**src/rtl/div_if.sv**
```systemverilog
// Request/response bundle between the ALU issue logic and the sequential divider.
interface div_if;
    logic        req;
    logic        sgn;
    logic [31:0] x;
    logic [31:0] y;
    logic        bsy;
    logic        done;
    logic        dz;
    logic [31:0] q;
    logic [31:0] r;

    modport master (output req, sgn, x, y, input bsy, done, dz, q, r);
    modport slave  (input req, sgn, x, y, output bsy, done, dz, q, r);
endinterface

```
**src/rtl/div_seq.sv**
```systemverilog
// Radix-2 restoring divider, one quotient bit per cycle, with Java idiv/irem
// sign handling; results come out with a one-cycle done pulse.
module div_seq (
    input  logic clk,
    input  logic rst,
    div_if.slave bus
);
    localparam int DSZ = 32;

    typedef enum logic [2:0] {IDLE, ZCHK, ABS, ITER, FIX} state_t;

    state_t             state;
    logic [DSZ-1:0]     xr, yr, dmag;
    logic               sr, nq, nr;
    logic [2*DSZ:0]     acc;
    logic [4:0]         cnt;
    logic               bsy, done, dz;
    logic [DSZ-1:0]     q, r;

    logic [DSZ-1:0]     xabs, yabs, qmag, rmag;
    logic [DSZ:0]       trial;
    logic               ge;

    assign xabs  = (sr && xr[DSZ-1]) ? -xr : xr;
    assign yabs  = (sr && yr[DSZ-1]) ? -yr : yr;

    // Trial subtract on the shifted partial remainder; the bit shifted out of
    // the top is always zero, but folding it into ge keeps the compare exact.
    assign trial = acc[2*DSZ-1:DSZ-1] - {1'b0, dmag};
    assign ge    = acc[2*DSZ] | ~trial[DSZ];

    assign qmag  = acc[DSZ-1:0];
    assign rmag  = acc[2*DSZ-1:DSZ];

    assign bus.bsy  = bsy;
    assign bus.done = done;
    assign bus.dz   = dz;
    assign bus.q    = q;
    assign bus.r    = r;

    // NOTE: every state register uses <= so all of them update from the same
    // pre-edge values; a blocking = here would leak new values into later lines.
    always_ff @(posedge clk) begin
        if (rst) begin
            state <= IDLE;
            xr    <= '0;
            yr    <= '0;
            dmag  <= '0;
            sr    <= 1'b0;
            nq    <= 1'b0;
            nr    <= 1'b0;
            acc   <= '0;
            cnt   <= '0;
            bsy   <= 1'b0;
            done  <= 1'b0;
            dz    <= 1'b0;
            q     <= '0;
            r     <= '0;
        end else begin
            done <= 1'b0;
            unique case (state)
                IDLE: begin
                    if (bus.req) begin
                        xr    <= bus.x;
                        yr    <= bus.y;
                        sr    <= bus.sgn;
                        nq    <= bus.sgn & (bus.x[DSZ-1] ^ bus.y[DSZ-1]);
                        nr    <= bus.sgn & bus.x[DSZ-1];
                        bsy   <= 1'b1;
                        state <= (bus.y == '0) ? ZCHK : ABS;
                    end
                end
                ZCHK: begin
                    q     <= '0;
                    r     <= '0;
                    dz    <= 1'b1;
                    done  <= 1'b1;
                    bsy   <= 1'b0;
                    state <= IDLE;
                end
                ABS: begin
                    dmag  <= yabs;
                    acc   <= {{(DSZ+1){1'b0}}, xabs};
                    cnt   <= 5'd31;
                    state <= ITER;
                end
                ITER: begin
                    acc <= ge ? {trial, acc[DSZ-2:0], 1'b1}
                              : {acc[2*DSZ-1:0], 1'b0};
                    cnt <= cnt - 5'd1;
                    if (cnt == 5'd0)
                        state <= FIX;
                end
                FIX: begin
                    q     <= nq ? -qmag : qmag;
                    r     <= nr ? -rmag : rmag;
                    dz    <= 1'b0;
                    done  <= 1'b1;
                    bsy   <= 1'b0;
                    state <= IDLE;
                end
                default: state <= IDLE;
            endcase
        end
    end
endmodule

```
**src/flat_wrapper.sv**
```systemverilog
// flat-port wrapper written by rule: the top's interface ports become plain ports
module div_seq_flat 
  (clk, rst, bus_req, bus_sgn, bus_x, bus_y, bus_bsy, bus_done, bus_dz, bus_q, bus_r);
  div_if bus_i ();
  input  logic clk;
  input  logic rst;
  input wire logic [$bits(bus_i.req)-1:0] bus_req;
  input wire logic [$bits(bus_i.sgn)-1:0] bus_sgn;
  input wire logic [$bits(bus_i.x)-1:0] bus_x;
  input wire logic [$bits(bus_i.y)-1:0] bus_y;
  output wire logic [$bits(bus_i.bsy)-1:0] bus_bsy;
  output wire logic [$bits(bus_i.done)-1:0] bus_done;
  output wire logic [$bits(bus_i.dz)-1:0] bus_dz;
  output wire logic [$bits(bus_i.q)-1:0] bus_q;
  output wire logic [$bits(bus_i.r)-1:0] bus_r;
  assign bus_i.req = bus_req;
  assign bus_i.sgn = bus_sgn;
  assign bus_i.x = bus_x;
  assign bus_i.y = bus_y;
  assign bus_bsy = bus_i.bsy;
  assign bus_done = bus_i.done;
  assign bus_dz = bus_i.dz;
  assign bus_q = bus_i.q;
  assign bus_r = bus_i.r;
  div_seq u_core (.clk(clk), .rst(rst), .bus(bus_i));
endmodule
```
**config.mk**
```make
export PLATFORM = sky130hd
export DESIGN_NAME = div_seq_flat
export DESIGN_NICKNAME = d
export VERILOG_FILES = /design/src/rtl/div_if.sv /design/src/rtl/div_seq.sv /design/src/flat_wrapper.sv
export SDC_FILE = /design/constraint.sdc
export NUM_CORES = 1
export LEC_CHECK = 0
export CAP_MARGIN = 0
export CORE_UTILIZATION = 25
export DETAILED_ROUTE_END_ITERATION = 8
export GPL_TIMING_DRIVEN = 0
export PLACE_DENSITY = 0.51
export SETUP_SLACK_MARGIN = 0.5
export SKIP_CTS_REPAIR_TIMING = 1
export SLEW_MARGIN = 0
export SYNTH_ARGS = -nofsm -noshare
export SYNTH_HDL_FRONTEND = slang
export SYNTH_SLANG_ARGS = --single-unit
export TNS_END_PERCENT = 5
```
**constraint.sdc**
```tcl
create_clock -name clk -period 7.7 [get_ports clk]
set_clock_uncertainty 0.15 [all_clocks]
set_input_delay 1.155 -clock clk [delete_from_list [all_inputs] [get_ports clk]]
set_output_delay 1.155 -clock clk [all_outputs]
set_load 0.05 [all_outputs]
```
==> metrics.md <==
| Metric | Value |
|---|---|
| Pin count of the biggest net entering global routing | 16 |
| Post-synth top area share | 35.9% |
| Fin crit period | 4270 ps |
| CTS tree | built |
| Avg Cell Area, Syn | 7.62 µm² |
| EDFF count, synth | 0 |
| Router iterations before antenna repair | 5 |
| Root buf cell | clkbuf_16 |
| Storage element area | 4780 µm² |
| Clk pin slew, worst setup/hold paths | 60 ps |
| H-Tree Level Count | 1 |
| Crit path required time | 8050 ps |
| Die Span Y | 233 µm |
| Worst-path fanout max | 10 |
| Total wire length | 46.8 mm |
| Die X | 233 µm |
| WL/cell | 17.9 µm |
| Final Hold Fails | 0 |
| Pleak | 5.95 nW |
| Most frequent cells in the layout | nand2_1 (297), dfxtp_1 (239), a21oi_1 (166), nor2_1 (158), clkdlybuf4s50_1 (134) |
| Worst hold start | u_core.yr[15] |
| I/O pin total | 135 |
| Most common cell after layout, fill and taps aside | nand2_1 |
| Core Area | 52700 µm² |
| Share of cells above drive strength 1 | 3.56% |
| Crit path capture type | flop |
| Distinct cell type count after synthesis | 72 |
| Layout area overhead | 24.1% |
| DRC violations left | 0 |
| Synth warn | 0 |
| Dpl cells | 2574 |
| Die ar. | 54300 µm² |
| Area occupied by multi-input gates | 7920 µm² |
| IO Port Bufs | 134 |
| Cts bufs inserted | 29 |
| Arrival @ worst endpoint | 4630 ps |
| Share of flip-flops with an asynchronous set or reset | 0% |
| Initial Util | 25.3% |
| Global placer's final weighted congestion | 0.937 |
| Fin crit share | 55.5% |
| DR iter-0 viols | 937 |
| Slew headroom | 29.3% |
| Synthesized instance count | 1751 |
| Sequential fraction of the synthesis area | 35.9% |
| Hold crit path type | flop to flop |
| Post-Layout Cell Count | 2624 |
| Worst hold stages | 2 |
| Via density | 4.98 |
| Diodes inserted | 0 |
| Nets | 2024 |
| Main flop type after synthesis | dfxtp_1 |
| Core Rows | 84 |
| Syn_nets | 1858 |
| CP Launch Point | u_core.acc[32] |
| Yosys top cell by area | dfxtp_1 |
| Vias in the first global route | 12416 |
| Cell area after synthesis | 13300 µm² |
| Setup TNS | 0 ps |
| Fill count | 5594 |
| Clock Latency Late Sink | 580 ps |
| Worst-margin pin slew | 1060 ps |
| Antenna-violating nets left | 0 |
| Worst Path Class, Setup | flop to flop |
| Reg-to-Reg Start | u_core.acc[32] |
| Flops & latches, synth | 239 |
| FF-to-FF path depth | 11 |
| Vias | 13077 |
| Clock buffer depth | 3 |
| Startpoint Class | flop |
| Gr usage total | 17.0% |
| # clock sinks | 239 |
| Max-slew violation count | 0 |
| Fmax | 234 MHz |
| Initial antenna violation count | 0 |
| Max-Cap Viols | 0 |
| Status | complete, no violations |
| First-pass GRT wire length | 72.7 mm |
| GRT overflow | 0 |
| Maximum vdd drop | 0.186 mV |
| Final setup fails | 0 |
| RSZ-0062 raised after global routing | no |
| Power Dens Cells | 223 nW/µm² |
| Top post-synthesis cells by area | dfxtp_1 (36%), nand2_1 (8.4%), xnor2_1 (6.4%), a21oi_1 (6.2%), nor2_1 (4.4%) |
| Detailed Place HPWL | 37.2 mm |
Yosys cell counts, types with 6 or more instances:
library cell,instances
nand4_1,12
a32oi_1,9
dfxtp_1,239
and2_1,10
nor4_1,21
a21oi_1,166
nand3_1,76
xor2_1,40
ha_1,38
a22o_1,19
a21o_1,11
nor3_1,22
nand2b_1,17
a31oi_1,11
a211oi_1,34
o21a_1,6
inv_1,58
nor2b_1,8
nor2_1,158
xnor2_1,97
o31ai_1,24
o211ai_1,6
clkbuf_1,98
a311oi_1,8
o21ai_0,91
or4_1,13
a22oi_1,39
and3_1,6
buf_1,13
nand2_1,297
or3_1,11
o41ai_1,15
path summary, 6_finish.rpt:
kind	end	slack [ps]
worst max-delay path	u_core.acc[52]	3430
worst min-delay path	u_core.yr[15]	330
worst max register to register	u_core.acc[52]	3430
worst min register to register	u_core.yr[15]	330
state kept, by name (all words and copies together) (netlist names):
| name | count |
|---|---|
| u_core.state | 3 |
| u_core.sr | 1 |
| u_core.bus.dz | 1 |
| u_core.yr | 32 |
| u_core.nr | 1 |
| u_core.bus.r | 32 |
| u_core.bus.bsy | 1 |
| u_core.cnt | 5 |
| u_core.xr | 32 |
| u_core.bus.q | 32 |
| u_core.dmag | 32 |
| u_core.nq | 1 |
| u_core.bus.done | 1 |
| u_core.acc | 65 |
critical path: stages, from the launching register on:
cell and delay (ps):
dfxtp_1 480, inv_1 170, fa_1 460, nand2b_1 200, a21oi_1 270, o21ai_1 210, o21ai_0 400, a211o_1 300
mux2i_1 820, buf_2 410, nand3_1 190, nand3_1 140
through the flow:
| step | hold slack [ps] | power (mW) | setup WS (ps) | instance area (µm²) | util [%] |
|---|---|---|---|---|---|
| floorplan | 290 | 1.98 | 4550 | 13300 | - |
| global placement | 309 | 2.25 | 2870 | 15500 | 29.5 |
| detailed placement | 315 | 2.26 | 3470 | 15500 | 29.5 |
| CTS | 334 | 3.71 | 3440 | 16500 | 31.4 |
| global route | 353 | 3.88 | 3070 | 16500 | 31.4 |
| finish | 334 | 3.70 | 3430 | 16500 | 31.4 |
power by group:
group / total, mW / switching (mW) / internal [mW]
sequential: 1.39 / 0.0813 / 1.31
clock: 1.46 / 0.569 / 0.887
combinational: 0.850 / 0.544 / 0.307
cell families after synthesis:
logic type / Yosys count / synth area share [%]
flops: 239 / 35.9
fa+ha+maj: 39 / 3.72
compound gates: 481 / 23.0
buf+inv: 170 / 4.79
simple gates: 677 / 22.9
mux: 8 / 0.638
xor+xnor: 137 / 9.00
area by class of cell:
cell class / count / area share, %
inverters: 58 / 1.32
clock buffers: 37 / 4.75
clock inverters: 13 / 1.28
repair buffers: 135 / 8.15
flip-flops and latches: 239 / 28.9
well taps: 688 / 5.20
multi-input cells: 1342 / 47.8
plain buffers: 112 / 2.55
layer usage:
layer,track usage (%),vias to the layer above,wire length (µm)
li1,-,6525,-
met1,23.9,6139,22500
met2,27.5,355,21100
met3,1.99,58,2200
met4,3.82,0,986
met5,0,-,0
Note: power is estimated with default switching activity, not from simulation.
